File: src/rtl/gray_pkg.sv
// Shared constants, action encoding and Gray-code helpers for the Gray counter.
package gray_pkg;

  localparam int unsigned GRAY_MAX_W = 32;

  // Per-edge action selected by the control inputs (reset handled separately).
  typedef enum logic [1:0] {
    ACT_HOLD,
    ACT_UP,
    ACT_DOWN,
    ACT_LOAD
  } cnt_act_e;

  function automatic logic [GRAY_MAX_W-1:0] bin2gray_f(input logic [GRAY_MAX_W-1:0] b);
    return b ^ (b >> 1);
  endfunction

  function automatic logic [GRAY_MAX_W-1:0] gray2bin_f(input logic [GRAY_MAX_W-1:0] g);
    logic [GRAY_MAX_W-1:0] b;
    b[GRAY_MAX_W-1] = g[GRAY_MAX_W-1];
    for (int unsigned i = GRAY_MAX_W - 1; i > 0; i--) begin
      b[i-1] = b[i] ^ g[i-1];
    end
    return b;
  endfunction

endpackage

File: src/rtl/bin2gray.sv
// Combinational binary-to-Gray converter, N bits wide.
module bin2gray #(
  parameter int unsigned N = 8
) (
  input  logic [N-1:0] i_bin,
  output logic [N-1:0] o_gray
);

  assign o_gray = i_bin ^ (i_bin >> 1);

endmodule

File: src/rtl/gray_counter.sv
// Up/down Gray counter with registered Gray and binary outputs, a
// combinational next-Gray lookahead and a registered terminal-count pulse.
// Optional synchronous load (LD/LDV) is compiled in with GRAY_CNT_LOAD_EN.
module gray_counter
  import gray_pkg::*;
#(
  parameter int unsigned    N       = 8,
  parameter logic [N-1:0]   RST_VAL = '0
) (
  input  logic         CLK,
  input  logic         RST,
  input  logic         EN,
  input  logic         UP,
`ifdef GRAY_CNT_LOAD_EN
  input  logic         LD,
  input  logic [N-1:0] LDV,
`endif
  output logic [N-1:0] GO,
  output logic [N-1:0] BO,
  output logic [N-1:0] GNX,
  output logic         TC
);

  localparam logic [GRAY_MAX_W-1:0] RST_G32  = bin2gray_f(GRAY_MAX_W'(RST_VAL));
  localparam logic [N-1:0]          RST_GRAY = RST_G32[N-1:0];

  logic [N-1:0] r_bo;
  logic [N-1:0] r_go;
  logic         r_tc;

  cnt_act_e     w_act;
  logic [N-1:0] w_bin_nx;
  logic [N-1:0] w_gnx;
  logic         w_wrap;

  // Decode the control inputs into one action; load outranks counting.
  always_comb begin
    w_act = ACT_HOLD;
    if (EN) begin
      w_act = UP ? ACT_UP : ACT_DOWN;
    end
`ifdef GRAY_CNT_LOAD_EN
    if (LD) begin
      w_act = ACT_LOAD;
    end
`endif
  end

  // Next binary value and wrap detection for the selected action.
  always_comb begin
    w_bin_nx = r_bo;
    w_wrap   = 1'b0;
    unique case (w_act)
      ACT_UP: begin
        w_bin_nx = r_bo + 1'b1;
        w_wrap   = &r_bo;
      end
      ACT_DOWN: begin
        w_bin_nx = r_bo - 1'b1;
        w_wrap   = ~|r_bo;
      end
`ifdef GRAY_CNT_LOAD_EN
      ACT_LOAD: begin
        w_bin_nx = LDV;
      end
`endif
      default: begin
      end
    endcase
  end

  bin2gray #(
    .N(N)
  ) u_bin2gray (
    .i_bin  (w_bin_nx),
    .o_gray (w_gnx)
  );

  // State registers; GO comes straight from a flop so it is glitch-free.
  always_ff @(posedge CLK) begin
    if (RST) begin
      r_bo <= RST_VAL;
      r_go <= RST_GRAY;
      r_tc <= 1'b0;
    end else begin
      r_bo <= w_bin_nx;
      r_go <= w_gnx;
      r_tc <= w_wrap;
    end
  end

  assign GO  = r_go;
  assign BO  = r_bo;
  assign GNX = w_gnx;
  assign TC  = r_tc;

endmodule
File: config.mk
export PLATFORM = sky130hd
export DESIGN_NAME = gray_counter
export DESIGN_NICKNAME = d
export VERILOG_FILES = /design/src/rtl/gray_pkg.sv /design/src/rtl/bin2gray.sv /design/src/rtl/gray_counter.sv
export SDC_FILE = /design/constraint.sdc
export NUM_CORES = 1
export LEC_CHECK = 0
export CAP_MARGIN = 20
export CORE_MARGIN = 4
export CORE_UTILIZATION = 46
export CTS_CLUSTER_SIZE = 25
export DETAILED_ROUTE_END_ITERATION = 7
export MAX_ROUTING_LAYER = met4
export PLACE_DENSITY = 0.78
export SLEW_MARGIN = 20
export SYNTH_ARGS = -nofsm -noshare
export SYNTH_HDL_FRONTEND = slang
export SYNTH_SLANG_ARGS = --single-unit
File: constraint.sdc
create_clock -name CLK -period 2.7 [get_ports CLK]
set_input_delay 0.405 -clock CLK [delete_from_list [all_inputs] [get_ports CLK]]
set_output_delay 0.405 -clock CLK [all_outputs]
set_load 0.01 [all_outputs]
; Yosys cells after proc, flatten, opt, wreduce, memory -nomap -nowiden
; Cells that the tools add are included.
[classes]
add_sub_neg = 2
eq_ne = 2
muxes = 4
bitwise = 1
reduce_logical = 3
[op_table]
columns = cell, count
row1 = $pmux W8 S2, 1
row2 = $add A8 B1 Y8 const B, 1
row3 = $reduce_and A8 Y1, 1
row4 = $reduce_or A8 Y1, 1
row5 = $sub A8 B1 Y8 const B, 1
row6 = $xor A8 B7 Y8, 1
row7 = $mux W2, 2
row8 = $eq A2 B1 Y1 const B, 1
row9 = $eq A2 B2 Y1 const B, 1
row10 = $pmux W1 S2, 1
row11 = $logic_not A1 Y1, 1
[totals]
regBits = 17
input_bits = 4
output_inout_bits = 25
wordCells = 15

; Depth between registers and ports, before layout
; Gate-level depths: netlist (run 1).
[depth]
ltp_word = 5
depth_mapped = 10

; Modules after synthesis
; From an unflattened synthesis (run 1), not the netlist that was laid out.
[hier_totals]
hier_cells = 95
hier_area_um2 = 895.9
[by_module_without_submodules]
columns = mod, instances, cells_per_inst, area_each_um2, seq_area_each_um2
row1 = gray_counter, 1, 87, 827.0, 340.3
row2 = bin2gray, 1, 8, 68.8, 0.0

; Least setup slack after synthesis (run 1)
; OpenSTA, ideal clock, no wires.
[synth_path]
kind = input to output
startpoint = input EN
endpoint = output GNX[6]
t_arrival_ps = 2163
required_time_ps = 2295
setup_slack_ps = 132
cell_stages = 9
n_path_buf = 1
cell_sequence = buf_4 nand2b_4 clkinv_4 ha_1 inv_1 o41a_1 a21boi_1 a211o_4 xnor2_1
[synth_via]
elab_chain_cells = 4
word_cells_on_any_way = 5
cone_classes = 2 x eq/ne / 2 x mux / 1 x bitwise
[synth_rtl]
columns = item, line_no
row1 = from (decl), gray_counter.sv:12  ; input logic EN,
row2 = $mux W2 *, gray_counter.sv:39  ; if (EN) begin
row3 = $eq A2 B2 Y1 / $eq A2 B1 Y1 (equally long branches), gray_counter.sv:53  ; unique case (w_act)
row4 = $pmux W8 S2 *, gray_counter.sv:53
row5 = named net u_bin2gray.i_bin[7], bin2gray.sv:5  ; input logic [N-1:0] i_bin,
row6 = $xor A8 B7 Y8 *, bin2gray.sv:9  ; assign o_gray = i_bin ^ (i_bin >> 1);
row7 = to (decl), gray_counter.sv:20  ; output logic [N-1:0] GNX,
; The timed path passes the listed nets; every way through them passes the cells marked *.

; Final worst setup path (run 1)
[layout_path]
startpoint = input UP
endpoint = output GNX[1]
[layout_via]
elab_chain_cells = 5
word_cells_on_any_way = 6
cone_classes = 2 x eq/ne / 3 x mux / 1 x bitwise
[layout_rtl]
columns = item, line_no
row1 = from (decl), gray_counter.sv:13  ; input logic UP,
row2 = $mux W2 *, gray_counter.sv:40  ; w_act = UP ? ACT_UP : ACT_DOWN;
row3 = $mux W2 *, gray_counter.sv:39
row4 = $eq A2 B2 Y1 / $eq A2 B1 Y1 (equally long branches), gray_counter.sv:53
row5 = $pmux W8 S2 *, gray_counter.sv:53
row6 = $xor A8 B7 Y8 *, bin2gray.sv:9
; Mark *: on every way between the ends. The rest lies on a longest branch, timed or not.

==> results of run 1 <==
registers in the layout, summed over array words and instances (netlist names):
register / cells
BO: 8
GO: 7
TC: 1
report_power, final:
| part | switching, mW | internal, mW | leakage [nW] |
|---|---|---|---|
| clock | 0.0858 | 0.0824 | 0.0210 |
| sequential | 0.0288 | 0.275 | 0.134 |
| combinational | 0.233 | 0.309 | 0.544 |
cell type report:
class	instances	area (um^2)	share of cell area [%]
Multi-Input combinational cell	82	722	44.4
Timing Repair Buffer	59	483	29.7
Sequential cell	16	333	20.4
Clock buffer	4	36.3	2.23
Tap cell	27	33.8	2.08
Inverter	4	20.0	1.23
stage by stage:
step / worst slack [ps] / util (%) / power, mW / area, um^2
after detailed placement: -753 / 69.8 / 0.798 / 1410
final: 36.0 / 80.5 / 1.01 / 1630
after global placement: -660 / 69.8 / 0.784 / 1410
after floorplan: 132 / - / 0.558 / 1000
after CTS: 9.68 / 77.8 / 0.995 / 1570
after global routing: -86.5 / 80.5 / 1.09 / 1630
how the worst min path moves through the flow:
stage          cells past startpoint  slack, ps   from    end
2_1_floorplan                      1        480    RST  GO[2]
3_3_place_gp                       3        650  BO[0]  BO[0]
3_5_place_dp                       3        670  BO[1]  BO[1]
4_1_cts                            4        590     EN  BO[1]
5_1_grt                            4        610     EN  BO[1]
6_report                           4        590     EN  BO[1]
critical path: stages:
cell and delay (ps):
buf_2 110, nand2b_4 170, xnor2_4 140, ha_4 180
buf_6 120, buf_6 110, buf_6 110, nor3_4 160
a21o_1 130, buf_4 100, o221ai_1 130, xnor2_1 210
buf_2 160
timing repair:
action	in CTS	in global routing
hold buffers	0	0
setup endpoints to repair	8	7
resized for setup	55	11
pin swaps	13	8
buffers inserted	11	0
cell usage in the layout, fill, tap and decap left out, types with 2 or more instances in the layout:
| cell | n |
|---|---|
| buf_4 | 27 |
| clkdlybuf4s50_1 | 19 |
| dfxtp_1 | 12 |
| nor2_1 | 8 |
| nor2b_1 | 8 |
| buf_2 | 8 |
| nand2_1 | 7 |
| xor2_1 | 5 |
| buf_6 | 4 |
| dfxtp_4 | 3 |
| nor4_1 | 3 |
| nor3_4 | 3 |
| inv_1 | 3 |
| nand4_1 | 3 |
| xnor2_1 | 3 |
| clkbuf_4 | 3 |
| a21oi_1 | 2 |
| a21o_1 | 2 |
| nand3_1 | 2 |
| nand2b_1 | 2 |
| o21ai_0 | 2 |
| ha_4 | 2 |
metal layers:
metal  wire length [um]  GRT usage (%)  vias up
met3                138           5.45        8
li1                   -              -      503
met4                 79           13.7        0
met1               1120           23.7      494
met5                  0              -        -
met2               1420           38.4       34
cell families after synthesis:
kind of cell,count (synthesis),synth area share [%]
xor gates and xnor gates,13,14.2
AOI/OAI and AO/OA,18,13.6
and+or+nand+nor,47,26.9
muxes,2,2.49
adders and majority gates,2,2.49
DFF,16,31.9
buffers and inverters,14,8.35
==> results.md, run 1 <==
* Pwr dens at 623 mW/mm^2
* Residual DRC at 0
* Setup_tns at 0 ps
* Final worst-path cycle share at between 90% and 100%
* Cell Count, Final, Fillers Out at around 190
* Clock-pin transition on the worst setup and hold timing paths at around 100 ps
* Cell area after synthesis at about 0.0010 mm^2
* IR drop worst, VDD at ~450 uV
* H-tree levels at 1
* Die W at 54.7 um
* Seq cells post-synth at 16
* CP endpoint: GNX[1]
* Clk root buf: clkbuf_4
* End of the worst register-to-register path: GO[6]
* Post-synthesis sequential area ratio at a little under a third
* Pin count of the biggest net entering global routing at 17
* Antenna violations before repair at 0
* Mapped Nets at between 100 and 150
* First-pass GRT wire length at 4.59 mm
* Post-synth top area share at 31.9%
* Cell count of the worst reg-to-reg path at 7
* Worst-Skew Late Latency at roughly 300 ps
* Io pins at 29
* Via count at 1039
* Shortest period the worst path allows at 2660 ps
* Die height at about 55 um
* Filler instances at roughly 130
* Synth area leaders: dfxtp_1 (32%), xor2_1 (5.2%), nor2b_1 (5.0%)
* Mapped Cells at 112
* Fraction of registers with async set/reset at 0%
* P&R area growth vs syn at 62.2%
* Worst-Margin Slew at around 350 ps
* Port-buffer cells at 28
* CTS max path bufs at 2
* Final Max Tran Viols at 0
* Routability cong. at around 0.84
* Worst R2R Setup Slack at ~570 ps
* Crit path DAT at between 2000 and 2500 ps
* Pre-antenna DRT Iters at 4
* Most frequent cells after synthesis: dfxtp_1 (16), nand2_1 (8), nor2_1 (8), nor2b_1 (8), xor2_1 (6)
* Fmax at 375 MHz
* Initial Utilization at 49.6%
* Netlist cell types at 40
* Clock skew at 3.38 ps
* DRT iter0 DRCs at 9
* Core box area at 0.00202 mm^2
* CTS tree: done
* Clock Sinks at 16
* Vias in the first global route at 1045
* Per-cell routed wire length at 14.4 um
* Dpl cells at ~180
* Post-route ant nets at 0
* CP required at 2300 ps
* TritonCTS buffer count at 3
* CP startpoint: UP
* Vias per cell at between 5 and 6
* Final hold vios at 0
* Setup crit start kind: primary input
* Fraction of layout cells with a size suffix above 1 at between 40% and 50%
* GR Util All Layers at 22.7%
* Die footprint at roughly 0.0030 mm^2
* Yosys warns at 0
* Post-synth EDFFs at 0
* Post-DP HPWL at between 1.5 and 2 mm
* Critical Path Fanout Max at 3
* Main flop type after synthesis: dfxtp_1
* Nets@finish at between 150 and 200
* Max Cap Viol at 0
* FP Rows at 16
* RSZ-0062 raised after global routing: true
* Hold Crit Class: primary input to flop
* Final setup viols at 0
* Ant. Diodes at 0
* R2R Path Start: BO[4]
* Grt ovf at 0
* Avg Inst Size Synth at between 8 and 9 um^2
* Worst setup path class: primary input to primary output
* Top-count cell post-synth: dfxtp_1
* Overall routed net length at 2.76 mm
* Status: finished, final reports clean
* Largest area contributor in the netlist: dfxtp_1
* Worst setup EP type: primary output
* Rel. slew slack at about three quarters
* WHS at roughly 600 ps
* Leakage power at ~0.70 nW
No activity file was read; power rests on OpenSTA's default activity.
==> run 2: changes to the inputs <==
- CTS_CLUSTER_DIAMETER: not set -> 150
==> results of run 2 <==
The final DEF is identical to that of run 1; final timing and power are the same.
